**config.mk**
```make
export PLATFORM = sky130hd
export DESIGN_NAME = key_note_tracker
export DESIGN_NICKNAME = d
export VERILOG_FILES = /design/src/rtl/piano_pkg.sv /design/src/rtl/key2note.sv /design/src/rtl/key_note_tracker.sv
export SDC_FILE = /design/constraint.sdc
export NUM_CORES = 1
export LEC_CHECK = 0
export BUFFER_PORTS_ARGS = -buffer_cell sky130_fd_sc_hd__buf_2
export CORE_ASPECT_RATIO = 1.75
export CORE_MARGIN = 2
export CORE_UTILIZATION = 59
export DETAILED_ROUTE_END_ITERATION = 16
export GPL_ROUTABILITY_DRIVEN = 1
export PLACE_DENSITY_LB_ADDON = 0.15
export RECOVER_POWER = 25
export SYNTH_ARGS = -nofsm -noshare
export SYNTH_HDL_FRONTEND = slang
export SYNTH_SLANG_ARGS = --single-unit
```
**constraint.sdc**
```tcl
create_clock -name clk -period 2.8 [get_ports clk]
set_input_delay 0.56 -clock clk [delete_from_list [all_inputs] [get_ports clk]]
set_output_delay 0.56 -clock clk [all_outputs]
set_load 0.01 [all_outputs]
```
**src/rtl/piano_pkg.sv**
```systemverilog
// Shared note definitions for the keyboard piano: note index width,
// named note indices and the decode-miss encoding.
package piano_pkg;

    localparam int NOTE_W    = 4;
    localparam int NUM_NOTES = 14;

    // Note indices: lower-case keys are the fourth octave, upper-case the fifth.
    typedef enum logic [NOTE_W-1:0] {
        NOTE_C4 = 4'd0,
        NOTE_D4 = 4'd1,
        NOTE_E4 = 4'd2,
        NOTE_F4 = 4'd3,
        NOTE_G4 = 4'd4,
        NOTE_A4 = 4'd5,
        NOTE_B4 = 4'd6,
        NOTE_C5 = 4'd7,
        NOTE_D5 = 4'd8,
        NOTE_E5 = 4'd9,
        NOTE_F5 = 4'd10,
        NOTE_G5 = 4'd11,
        NOTE_A5 = 4'd12,
        NOTE_B5 = 4'd13
    } note_e;

    // Decode result {hit, index}; a miss has the hit flag clear and index 0.
    localparam logic [NOTE_W:0] UNMAPPED = {1'b0, {NOTE_W{1'b0}}};

endpackage

```
**src/rtl/key2note.sv**
```systemverilog
// Combinational ASCII key to note-index decoder, shared with the display path.
module key2note
    import piano_pkg::*;
(
    input  logic [7:0]        key_code,
    output logic              hit,
    output logic [NOTE_W-1:0] index
);

    // Map the fourteen piano keys onto note indices; anything else misses.
    always_comb begin
        // NOTE: default every combinational output first so no path infers a latch.
        {hit, index} = UNMAPPED;
        case (key_code)
            8'd99:  {hit, index} = {1'b1, NOTE_C4};
            8'd100: {hit, index} = {1'b1, NOTE_D4};
            8'd101: {hit, index} = {1'b1, NOTE_E4};
            8'd102: {hit, index} = {1'b1, NOTE_F4};
            8'd103: {hit, index} = {1'b1, NOTE_G4};
            8'd97:  {hit, index} = {1'b1, NOTE_A4};
            8'd98:  {hit, index} = {1'b1, NOTE_B4};
            8'd67:  {hit, index} = {1'b1, NOTE_C5};
            8'd68:  {hit, index} = {1'b1, NOTE_D5};
            8'd69:  {hit, index} = {1'b1, NOTE_E5};
            8'd70:  {hit, index} = {1'b1, NOTE_F5};
            8'd71:  {hit, index} = {1'b1, NOTE_G5};
            8'd65:  {hit, index} = {1'b1, NOTE_A5};
            8'd66:  {hit, index} = {1'b1, NOTE_B5};
            default: {hit, index} = UNMAPPED;
        endcase
    end

endmodule

```
**src/rtl/key_note_tracker.sv**
```systemverilog
// Polyphonic key tracker: allocates pressed notes to voice slots, frees them
// on release, and keeps a saturating octave register latched per slot.
module key_note_tracker
    import piano_pkg::*;
#(
    parameter int CHANNELS    = 2,
    parameter int OCT_W       = 3,
    parameter int OCT_DEFAULT = 4
) (
    input  logic                         clk,
    input  logic                         rst,
    input  logic                         key_valid,
    input  logic [7:0]                   key_code,
    input  logic                         key_release,
    input  logic                         octave_up,
    input  logic                         octave_down,
    output logic [CHANNELS*NOTE_W-1:0]   note,
    output logic [CHANNELS*OCT_W-1:0]    note_oct,
    output logic [CHANNELS-1:0]          note_active,
    output logic [OCT_W-1:0]             octave,
    output logic                         drop,
    output logic                         unmapped
);

    localparam logic [OCT_W-1:0] OCT_MAX   = {OCT_W{1'b1}};
    localparam logic [OCT_W-1:0] OCT_ONE   = OCT_W'(1);
    localparam logic [OCT_W-1:0] OCT_RESET = OCT_W'(OCT_DEFAULT);

    logic              key_hit;
    logic [NOTE_W-1:0] key_index;

    logic [CHANNELS-1:0] held_match;
    logic [CHANNELS-1:0] free_onehot;
    logic                any_free;

    logic press_evt;
    logic release_evt;

    key2note u_key2note (
        .key_code (key_code),
        .hit      (key_hit),
        .index    (key_index)
    );

    assign press_evt   = key_valid && !key_release;
    assign release_evt = key_valid &&  key_release;

    // Flag slots already holding the event note, and pick the lowest free slot.
    always_comb begin
        held_match  = '0;
        free_onehot = '0;
        any_free    = 1'b0;
        for (int i = 0; i < CHANNELS; i++) begin
            held_match[i] = note_active[i] && (note[i*NOTE_W +: NOTE_W] == key_index);
            if (!note_active[i] && !any_free) begin
                free_onehot[i] = 1'b1;
                any_free       = 1'b1;
            end
        end
    end

    // Slot state, status pulses and the octave register.
    always_ff @(posedge clk or posedge rst) begin
        if (rst) begin
            // NOTE: the slot registers are small flops feeding the tone generators,
            // so they are cleared on reset like any other control state.
            note        <= '0;
            note_oct    <= '0;
            note_active <= '0;
            octave      <= OCT_RESET;
            drop        <= 1'b0;
            unmapped    <= 1'b0;
        end else begin
            // NOTE: non-blocking assignments keep every register reading the
            // pre-edge values, so a press latches the octave before its update.
            drop     <= 1'b0;
            unmapped <= 1'b0;

            if (press_evt) begin
                if (!key_hit) begin
                    unmapped <= 1'b1;
                end else if (held_match == '0) begin
                    if (any_free) begin
                        for (int i = 0; i < CHANNELS; i++) begin
                            if (free_onehot[i]) begin
                                note[i*NOTE_W +: NOTE_W]  <= key_index;
                                note_oct[i*OCT_W +: OCT_W] <= octave;
                                note_active[i]            <= 1'b1;
                            end
                        end
                    end else begin
                        drop <= 1'b1;
                    end
                end
            end

            if (release_evt && key_hit) begin
                note_active <= note_active & ~held_match;
            end

            if (octave_up && !octave_down && octave != OCT_MAX) begin
                octave <= octave + OCT_ONE;
            end else if (octave_down && !octave_up && octave != '0) begin
                octave <= octave - OCT_ONE;
            end
        end
    end

endmodule
```
==> impl_metrics.toml <==
[cts]
cts_tree = "done"
worst_setup_hold_path_clk_slew_ns = 0.07
clk_sinks = 21
cts.root.buffer_cell = "clkbuf_8"
post_cts.repair.setup_buffers = 0
post_cts_hold_buffer_count = 0
cts.path.max_buffers = 2
clock_insertion_delay_at_the_later_pin_of_the_skew_report_ns = 0.26
ctsHtreeMaxLevel = 1
post_cts_resize_count = 0
tritoncts.num_buffers = 3

[sta]
slew_violations = 0
final_cycle_utilization_of_the_critical_path_pct = 90.82
worstMarginPinSlew_ns = 0.7819
timing_hold_violations_final = 0
timing.final.setup_violations = 0
postLayoutSetupSlackWorst_ns = 0.2569
unrepaired_setup_endpoints_after_global_routing = "no"
fin_worst_skew_ns = 0.001552
fmax_ghz = 0.3932
worst_slew_margin_rel_pct = 47.82
finalWorstPathRequiredPeriod_ns = 2.543
setup_tns_ns = 0

[critical_path]
rr_worst_depth = 6
arr_time_crit_path_ns = 2.72
critPathCaptureType = "flop"
critical_path_peak_fanout = 8
timing.critical_path.required_ns = 2.98
worstSetupPathType = "input pin to flop"
type_of_element_launching_the_critical_path = "input pin"

[power_and_ir_drop]
max-vdd-ir-drop_mv = 0.4471
total_power_mw = 1.053
p_leak_nw = 0.9151
power_density_nw_per_um2 = 556.6

[placed_design]
pre_cts_slack_ns = -0.01886
gp_congestion = 0.9099
place.port_buffers = 34
detailedPlacementHpwl_mm = 3.155

[outcome]
outcome = "completed"

[route]
routed_via_density = 6.142
route.final.wire_length_mm = 3.927
drt-wirelength-per-cell_um = 15.52
dr.pass1.iters = 4
drc_errors = 0
dr_total_vias = 1554
postRouteAntennaNets = 0
initialDrtViolationCount = 57

[global_route]
grtUsageTotal_pct = 27.60
global_route.overflow_total = 0
grt_pass1_wl_mm = 6.817
maximum_number_of_pins_on_one_net_before_global_route_repair = 22
number_of_global_route_vias_before_repair = 1559
antenna_found_initial = 0

[die]
floorplan.initialDensity_pct = 61.60
fp.dieArea_um2 = 3230
floorplan.die.height_um = 73.70
die_w_um = 43.83
row_count = 25
placeableCoreArea_um2 = 2659
io-pin-count = 35

[layout]
finalNetCount = 242
register_area_um2 = 526.8
final_layout_size_suffix_gt1_share_pct = 29.65
most_common_library_cell_in_the_layout_ignoring_fill_and_taps = "buf_2"
final_cell_mix = "buf_2, dfrtp_1, nand2_1"
nFillCells = 224
n_antenna_cell = 0
syn_to_final_growth_pct = 15.51
multiInputGateArea_um2 = 1018

[min_path]
path_category_of_the_worst_min_delay_check = "input pin to async pin"

[synth]
register_bit_count_reported_by_yosys = 21
synthCells = 193
syn-cell-area_um2 = 1638
dominantRegCellSynth = "dfrtp_1"
synth_edf_count = 0
syn-num-nets = 208
synth.yosys.warnings = 0
synth.yosys.seq_area_share_pct = 32.16
asyncSetResetFlopFracSynth_pct = 100.0
synth_area_per_cell_um2 = 8.486
ys_types = 48

[flow_run]
drv_cap = 0
-- synthesized netlist by cell type (all sizes together) (2+ instances only) --
master,count,area (um^2)
nand2b,10,62.56
o211ai,3,22.52
mux2,13,168.9
buf,7,40.03
mux2i,3,30.03
nor4b,3,26.28
a21oi,14,70.07
inv,6,22.52
nor3b,3,22.52
nor3,6,30.03
a32oi,3,26.28
xnor2,2,17.52
dfrtp,20,500.5
nor2,19,90.09
o21a,2,15.01
nand2,18,67.56
nand3b,2,15.01
nand3,7,35.03
o21ai,16,95.09
a31oi,2,12.51
nor2b,7,43.79
a211oi,2,15.01
clkbuf,8,30.03
-- cells by family after synthesis --
family,count (synthesis),synth area share [%]
AO/OA/AOI/OAI,51,20.63
XOR/XNOR,3,1.605
adder cells (fa/ha/maj),1,1.222
buffers and inverters,21,5.653
flip-flops,21,32.16
multiplexers,16,12.15
AND/OR/NAND/NOR,80,26.59
-- worst max-delay path, cell delays in order --
cell      delay [ns]
buf_2           0.11
or4b_1          0.70
nor2_8          0.15
o211ai_1        0.09
a32oi_1         0.26
o21ai_2         0.14
o21ai_4         0.34
buf_4           0.18
mux2i_1         0.19
-- cell type report --
type / instances / area share (%)
Multi-Input combinational cell: 151 / 53.84
Tap cell: 27 / 1.786
Sequential cell: 21 / 27.84
Clock buffer: 4 / 2.381
Timing Repair Buffer: 44 / 12.96
Inverter: 6 / 1.190
-- flip-flops by register name, summed over array words and instances, names as in the netlist --
signal and cells:
note 8, note_oct 6, octave 3, note_active 2, drop 1, unmapped 1
-- worst paths after layout --
| path | start | to | slack (ns) |
|---|---|---|---|
| min reg2reg | note_oct[5] | note_oct[5] | 0.50 |
| min | rst | note[4] | 0.44 |
| min in group clk | note_oct[5] | note_oct[5] | 0.50 |
| max | key_code[7] | note[0] | 0.26 |
| max in group asynchronous | rst | octave[1] | 1.88 |
| max reg2reg | note[1] | note_oct[4] | 0.78 |
-- through the flow --
stage                     hold WS (ns)  util (%)  std cells  area, um^2
final                           0.4371     71.15        253        1892
after global placement          0.4847     69.46        249        1847
after CTS                       0.4553     71.15        253        1892
after global routing            0.5030     71.15        253        1892
after floorplan                 0.5358         -        193        1638
after detailed placement        0.4892     69.46        249        1847
-- metal layers --
metal,vias up,track usage (%),share of wire [%]
li1,752,-,-
met1,753,29.56,37
met2,38,50.82,57
met3,11,2.703,2.8
met4,0,14.81,3.0
met5,-,0,0
-- report_power, final --
part	total, mW	leakage (nW)	internal (mW)	switching (mW)
clock network	0.196	0.0228	0.101	0.0948
logic	0.400	0.619	0.187	0.212
registers	0.457	0.274	0.364	0.0925
total	1.05	0.915	0.653	0.400
(Power assumes the default switching activity.)
